===== src/rtl/ex_operand_stage.sv =====
// ID/EX operand stage: one-entry register feeding the ALU with load-use interlock.
// Define EX_OPERAND_FWD_EN to enable EX/MEM and MEM/WB operand bypass.
module ex_operand_stage #(
    parameter int DATA_WIDTH     = 32,
    parameter int REG_ADDR_WIDTH = 5
) (
    input  logic                      clk,
    input  logic                      rst,

    input  logic                      in_valid,
    output logic                      in_ready,
    input  logic [REG_ADDR_WIDTH-1:0] in_rs1_addr,
    input  logic [REG_ADDR_WIDTH-1:0] in_rs2_addr,
    input  logic [DATA_WIDTH-1:0]     in_rs1_data,
    input  logic [DATA_WIDTH-1:0]     in_rs2_data,
    input  logic [DATA_WIDTH-1:0]     in_pc,
    input  logic [DATA_WIDTH-1:0]     in_imm,
    input  logic                      in_src1_pc,
    input  logic                      in_src2_imm,
    input  logic [3:0]                in_aluselect,
    input  logic [REG_ADDR_WIDTH-1:0] in_rd_addr,
    input  logic                      in_reg_write,

    input  logic                      flush,

    input  logic                      exmem_reg_write,
    input  logic                      exmem_is_load,
    input  logic [REG_ADDR_WIDTH-1:0] exmem_rd_addr,
    input  logic [DATA_WIDTH-1:0]     exmem_data,
    input  logic                      memwb_reg_write,
    input  logic [REG_ADDR_WIDTH-1:0] memwb_rd_addr,
    input  logic [DATA_WIDTH-1:0]     memwb_data,

    output logic                      out_valid,
    input  logic                      out_ready,
    output logic [DATA_WIDTH-1:0]     out_input0,
    output logic [DATA_WIDTH-1:0]     out_input1,
    output logic [3:0]                out_aluselect,
    output logic [DATA_WIDTH-1:0]     out_rs2_data,
    output logic [DATA_WIDTH-1:0]     out_pc,
    output logic [REG_ADDR_WIDTH-1:0] out_rd_addr,
    output logic                      out_reg_write
);

    localparam logic [REG_ADDR_WIDTH-1:0] ZERO_REG = '0;

    logic                  rs1_used;
    logic                  rs2_used;
    logic                  rs1_hit_ex;
    logic                  rs2_hit_ex;
    logic                  rs1_hit_wb;
    logic                  rs2_hit_wb;
    logic                  load_use;
    logic                  hazard;
    logic                  capture;
    logic [DATA_WIDTH-1:0] rs1_val;
    logic [DATA_WIDTH-1:0] rs2_val;
    logic [DATA_WIDTH-1:0] input0_nxt;
    logic [DATA_WIDTH-1:0] input1_nxt;

    // A source selected away to PC/imm never needs a register value for the ALU.
    assign rs1_used   = !in_src1_pc  && (in_rs1_addr != ZERO_REG);
    assign rs2_used   = !in_src2_imm && (in_rs2_addr != ZERO_REG);
    assign rs1_hit_ex = (exmem_rd_addr == in_rs1_addr);
    assign rs2_hit_ex = (exmem_rd_addr == in_rs2_addr);
    assign rs1_hit_wb = (memwb_rd_addr == in_rs1_addr);
    assign rs2_hit_wb = (memwb_rd_addr == in_rs2_addr);

    assign load_use = in_valid && exmem_reg_write && exmem_is_load &&
                      (exmem_rd_addr != ZERO_REG) &&
                      ((rs1_hit_ex && !in_src1_pc) || (rs2_hit_ex && !in_src2_imm));

`ifdef EX_OPERAND_FWD_EN
    assign hazard = load_use;
`else
    // Without bypass any in-flight producer of a used source must retire first.
    assign hazard = load_use ||
                    (in_valid && exmem_reg_write &&
                     ((rs1_used && rs1_hit_ex) || (rs2_used && rs2_hit_ex))) ||
                    (in_valid && memwb_reg_write &&
                     ((rs1_used && rs1_hit_wb) || (rs2_used && rs2_hit_wb)));

    logic unused_fwd_data;
    assign unused_fwd_data = ^{exmem_data, memwb_data};
`endif

    assign in_ready = (!out_valid || out_ready) && !hazard && !flush;
    assign capture  = in_valid && in_ready;

    always_comb begin
        rs1_val = in_rs1_data;
        if (in_rs1_addr == ZERO_REG) begin
            rs1_val = '0;
        end
`ifdef EX_OPERAND_FWD_EN
        else if (exmem_reg_write && !exmem_is_load && rs1_hit_ex) begin
            rs1_val = exmem_data;
        end else if (memwb_reg_write && rs1_hit_wb) begin
            rs1_val = memwb_data;
        end
`endif
    end

    always_comb begin
        rs2_val = in_rs2_data;
        if (in_rs2_addr == ZERO_REG) begin
            rs2_val = '0;
        end
`ifdef EX_OPERAND_FWD_EN
        else if (exmem_reg_write && !exmem_is_load && rs2_hit_ex) begin
            rs2_val = exmem_data;
        end else if (memwb_reg_write && rs2_hit_wb) begin
            rs2_val = memwb_data;
        end
`endif
    end

    assign input0_nxt = in_src1_pc  ? in_pc  : rs1_val;
    assign input1_nxt = in_src2_imm ? in_imm : rs2_val;

    // Held entries are never re-resolved; the bypass sources may move on underneath.
    always_ff @(posedge clk) begin
        if (rst) begin
            out_valid     <= 1'b0;
            out_input0    <= '0;
            out_input1    <= '0;
            out_aluselect <= '0;
            out_rs2_data  <= '0;
            out_pc        <= '0;
            out_rd_addr   <= '0;
            out_reg_write <= 1'b0;
        end else if (flush) begin
            out_valid <= 1'b0;
        end else if (capture) begin
            out_valid     <= 1'b1;
            out_input0    <= input0_nxt;
            out_input1    <= input1_nxt;
            out_aluselect <= in_aluselect;
            out_rs2_data  <= rs2_val;
            out_pc        <= in_pc;
            out_rd_addr   <= in_rd_addr;
            out_reg_write <= in_reg_write;
        end else if (out_ready) begin
            out_valid <= 1'b0;
        end
    end

endmodule


===== config.mk =====
export PLATFORM = sky130hd
export DESIGN_NAME = ex_operand_stage
export DESIGN_NICKNAME = d
export VERILOG_FILES = /design/src/rtl/ex_operand_stage.sv
export SDC_FILE = /design/constraint.sdc
export NUM_CORES = 1
export LEC_CHECK = 0
export BUFFER_PORTS_ARGS = -buffer_cell sky130_fd_sc_hd__buf_2
export CAP_MARGIN = 10
export CORE_AREA = 2 2 145 147
export DETAILED_ROUTE_END_ITERATION = 8
export DIE_AREA = 0 0 147 149
export GPL_ROUTABILITY_DRIVEN = 1
export SYNTH_ARGS = -nofsm -noshare
export SYNTH_HDL_FRONTEND = slang
export SYNTH_SLANG_ARGS = --single-unit
export TNS_END_PERCENT = 5

===== constraint.sdc =====
create_clock -name clk -period 2.4 [get_ports clk]
set_clock_uncertainty 0.2 [all_clocks]
set_input_delay 0.48 -clock clk [delete_from_list [all_inputs] [get_ports clk]]
set_output_delay 0.48 -clock clk [all_outputs]
set_load 0.05 [all_outputs]

==> out/metrics.cfg <==
[logic_synthesis]
synth-seq-cells = 139
synth-warning-count = 0
synth_area_sq_um = 6290
synth_cell_types = 27
avgSynthCellArea_sq_um = 8.38
yosysSeqAreaShare = 0.442
syn_nets = 983
synth_cells = 751

[die]
fp.dieW_um = 147
coreArea_sq_um = 20600
die_h_um = 149
die_area_sq_um = 21900
initial_core_util = 0.306
rows = 53
io_pins = 372

[setup_path]
reg2reg_slack_ps = 420
reg2reg_from = out_valid$_SDFFE_PP0P_
arrival_ps = 1720
path_class = primary input to output port
rr_endpoint = out_rs2_data[2]$_SDFFE_PP0P_
rr_worst_depth = 9
crit_fanout = 3
cp-end-kind = output port
cp.required_ps = 1720
crit_path_start_kind = primary input

[min_path]
hold_depth = 2
whs_endpoint = out_valid$_SDFFE_PP0P_
hp-class = primary input to register
holdCritStartpoint = flush

[cells_and_area]
multi_input_area_sq_um = 3070
fillers = 2106
area_growth_pct = 42.9
drive_gt1_frac = 0.384
utilization = 0.437
fin_area_sq_um = 8990
layout.nets = 1280
final_common_cell = buf_2
layoutNonFillerInstCount = 1337
most-common-layout-cells = buf_2, dfxtp_1, a21oi_1, o21ai_0, a211oi_1
regArea_sq_um = 2780

[route]
drtIter0Drc = 362
routed_via_density = 5.12
ant_nets = 0
via_count = 6839
routedWlPerCell_um = 17.2
drt-pass1-iter-count = 5
drc = 0
drt_wl_total_mm = 23.1

[power_and_ir_drop]
power_mw = 6.71
vdd.ir_drop.worst_mv = 0.388
p_leak_nw = 3.94
pwr_density_cell_nw_per_um2 = 746

[sta]
layout_min_cycle_time_ps = 2400
relSlewSlack = 0.574
timing.fmax_mhz = 417
whs_ps = 38.2
tightest_slew_ps = 640
setup_viol = 0
hold_viol_final = 0
finalMaxSlewViolations = 0
post-route-period-util = 0.999
rsz0062_at_grt = yes

[grt]
grt_remaining_overflow = 0
antenna_found_initial = 1
grt_max_degree = 69
grtUsageTotal = 0.203
grt_pass1_wl_mm = 35.5
grt_pass1_vias = 6438

[placement]
hpwl_mm = 15.8
placed_cells = 1300
postPlaceCellArea_sq_um = 8290
place.gp.congestion = 0.842
io_buffers = 306

[status]
status = finished, final reports clean

[run]
cap_violations = 0

[clock_network]
clk_path_buf_depth = 2
cts_root_buffer = clkbuf_16
ctsHoldBuffers = 0
cts_tree = done
path_clk_slew_ps = 60
htree_levels = 4
worstSkewPairLatency_ps = 410
clock-sinks = 139
cts_made_buffers = 17

[final cells by class]
class | count | share of cell area
Inverter | 3 | 0.00153
Clock buffer | 18 | 0.0489
Sequential cell | 139 | 0.310
Multi-Input combinational cell | 521 | 0.342
Timing Repair Buffer | 366 | 0.242
Clock inverter | 14 | 0.0174
Tap cell | 275 | 0.0383
Antenna cell | 1 | 0.000278
[cell usage after synthesis]
cell | n | share of area
xor2_1 | 20 | 0.028
o21ai_0 | 106 | 0.084
buf_6 | 13 | 0.023
nand2_1 | 2 | 0.0012
nand2_4 | 1 | 0.0018
nor2b_1 | 33 | 0.033
buf_4 | 1 | 0.0012
nor2_2 | 1 | 0.00099
nor4_1 | 4 | 0.0040
buf_1 | 5 | 0.0030
dfxtp_1 | 139 | 0.44
clkbuf_1 | 57 | 0.034
nand3_1 | 42 | 0.033
o31ai_1 | 32 | 0.038
a21oi_1 | 139 | 0.11
o221ai_2 | 1 | 0.0024
a22oi_1 | 34 | 0.041
inv_1 | 2 | 0.0012
nor2_1 | 37 | 0.022
o21bai_2 | 1 | 0.0018
nand2b_1 | 1 | 0.00099
inv_4 | 1 | 0.00099
nor3_1 | 1 | 0.00079
buf_2 | 11 | 0.0087
a211oi_1 | 65 | 0.078
buf_8 | 1 | 0.0024
or4_4 | 1 | 0.0018
[what timing repair did]
item | in CTS | in global routing
setup endpoints to repair | 1 | 1
buffers inserted | 4 | 0
resized for setup | 15 | 3
gates cloned | 0 | 0
endpoints found under the hold margin | 0 | 0
pin swaps | 9 | 1
[power breakdown]
part	internal [mW]	total [mW]	switching, mW	leakage [nW]
logic	0.471	1.51	1.04	2.52
clock network	1.58	2.69	1.11	0.286
registers	2.45	2.51	0.0630	1.14
total	4.50	6.71	2.21	3.94
[worst max path at each step]
stage	startpoint	to	slack, ps	depth (start not counted)
floorplan	in_rs2_addr[1]	in_ready	30	7
global placement	in_rs2_addr[2]	in_ready	-210	7
detailed placement	in_rs2_addr[0]	out_input0[9]$_SDFFE_PP0P_	-210	9
CTS	in_rs2_addr[3]	in_ready	-10	6
global route	in_rs2_addr[1]	in_ready	-60	7
finish	in_rs2_addr[3]	in_ready	2	6
[per-stage QoR]
step,setup WS (ps),setup TNS (ps)
final,1.59,0
after global routing,-61.0,-61.0
after CTS,-11.9,-11.9
after detailed placement,-211,-19490
after global placement,-209,-19880
after floorplan,26.2,0
[critical path, stage by stage]
cell and delay [ps]:
buf_8 100, or4_4 550, o21bai_4 170, o221ai_4 140, inv_4 120, buf_8 150
[routing by layer]
layer / GRT usage / up-vias / share of wire
met4: 0.0832 / 0 / 0.027
met2: 0.317 / 263 / 0.46
li1: - / 3363 / -
met3: 0.0538 / 37 / 0.071
met1: 0.268 / 3176 / 0.44
met5: 0 / - / 0
[sequential cells by signal, indices dropped and copies added, names as in the netlist]
register and cells:
out_input0 32, out_pc 32, out_rd_addr 5, out_input1 32
out_aluselect 4, out_rs2_data 32, out_reg_write 1, out_valid 1
[cell families after synthesis]
family          share of synthesized area
buf+inv                            0.0748
flops                               0.442
compound gates                      0.355
simple gates                       0.0998
xor+xnor                           0.0278
Note: power is estimated with default switching activity, not from simulation.
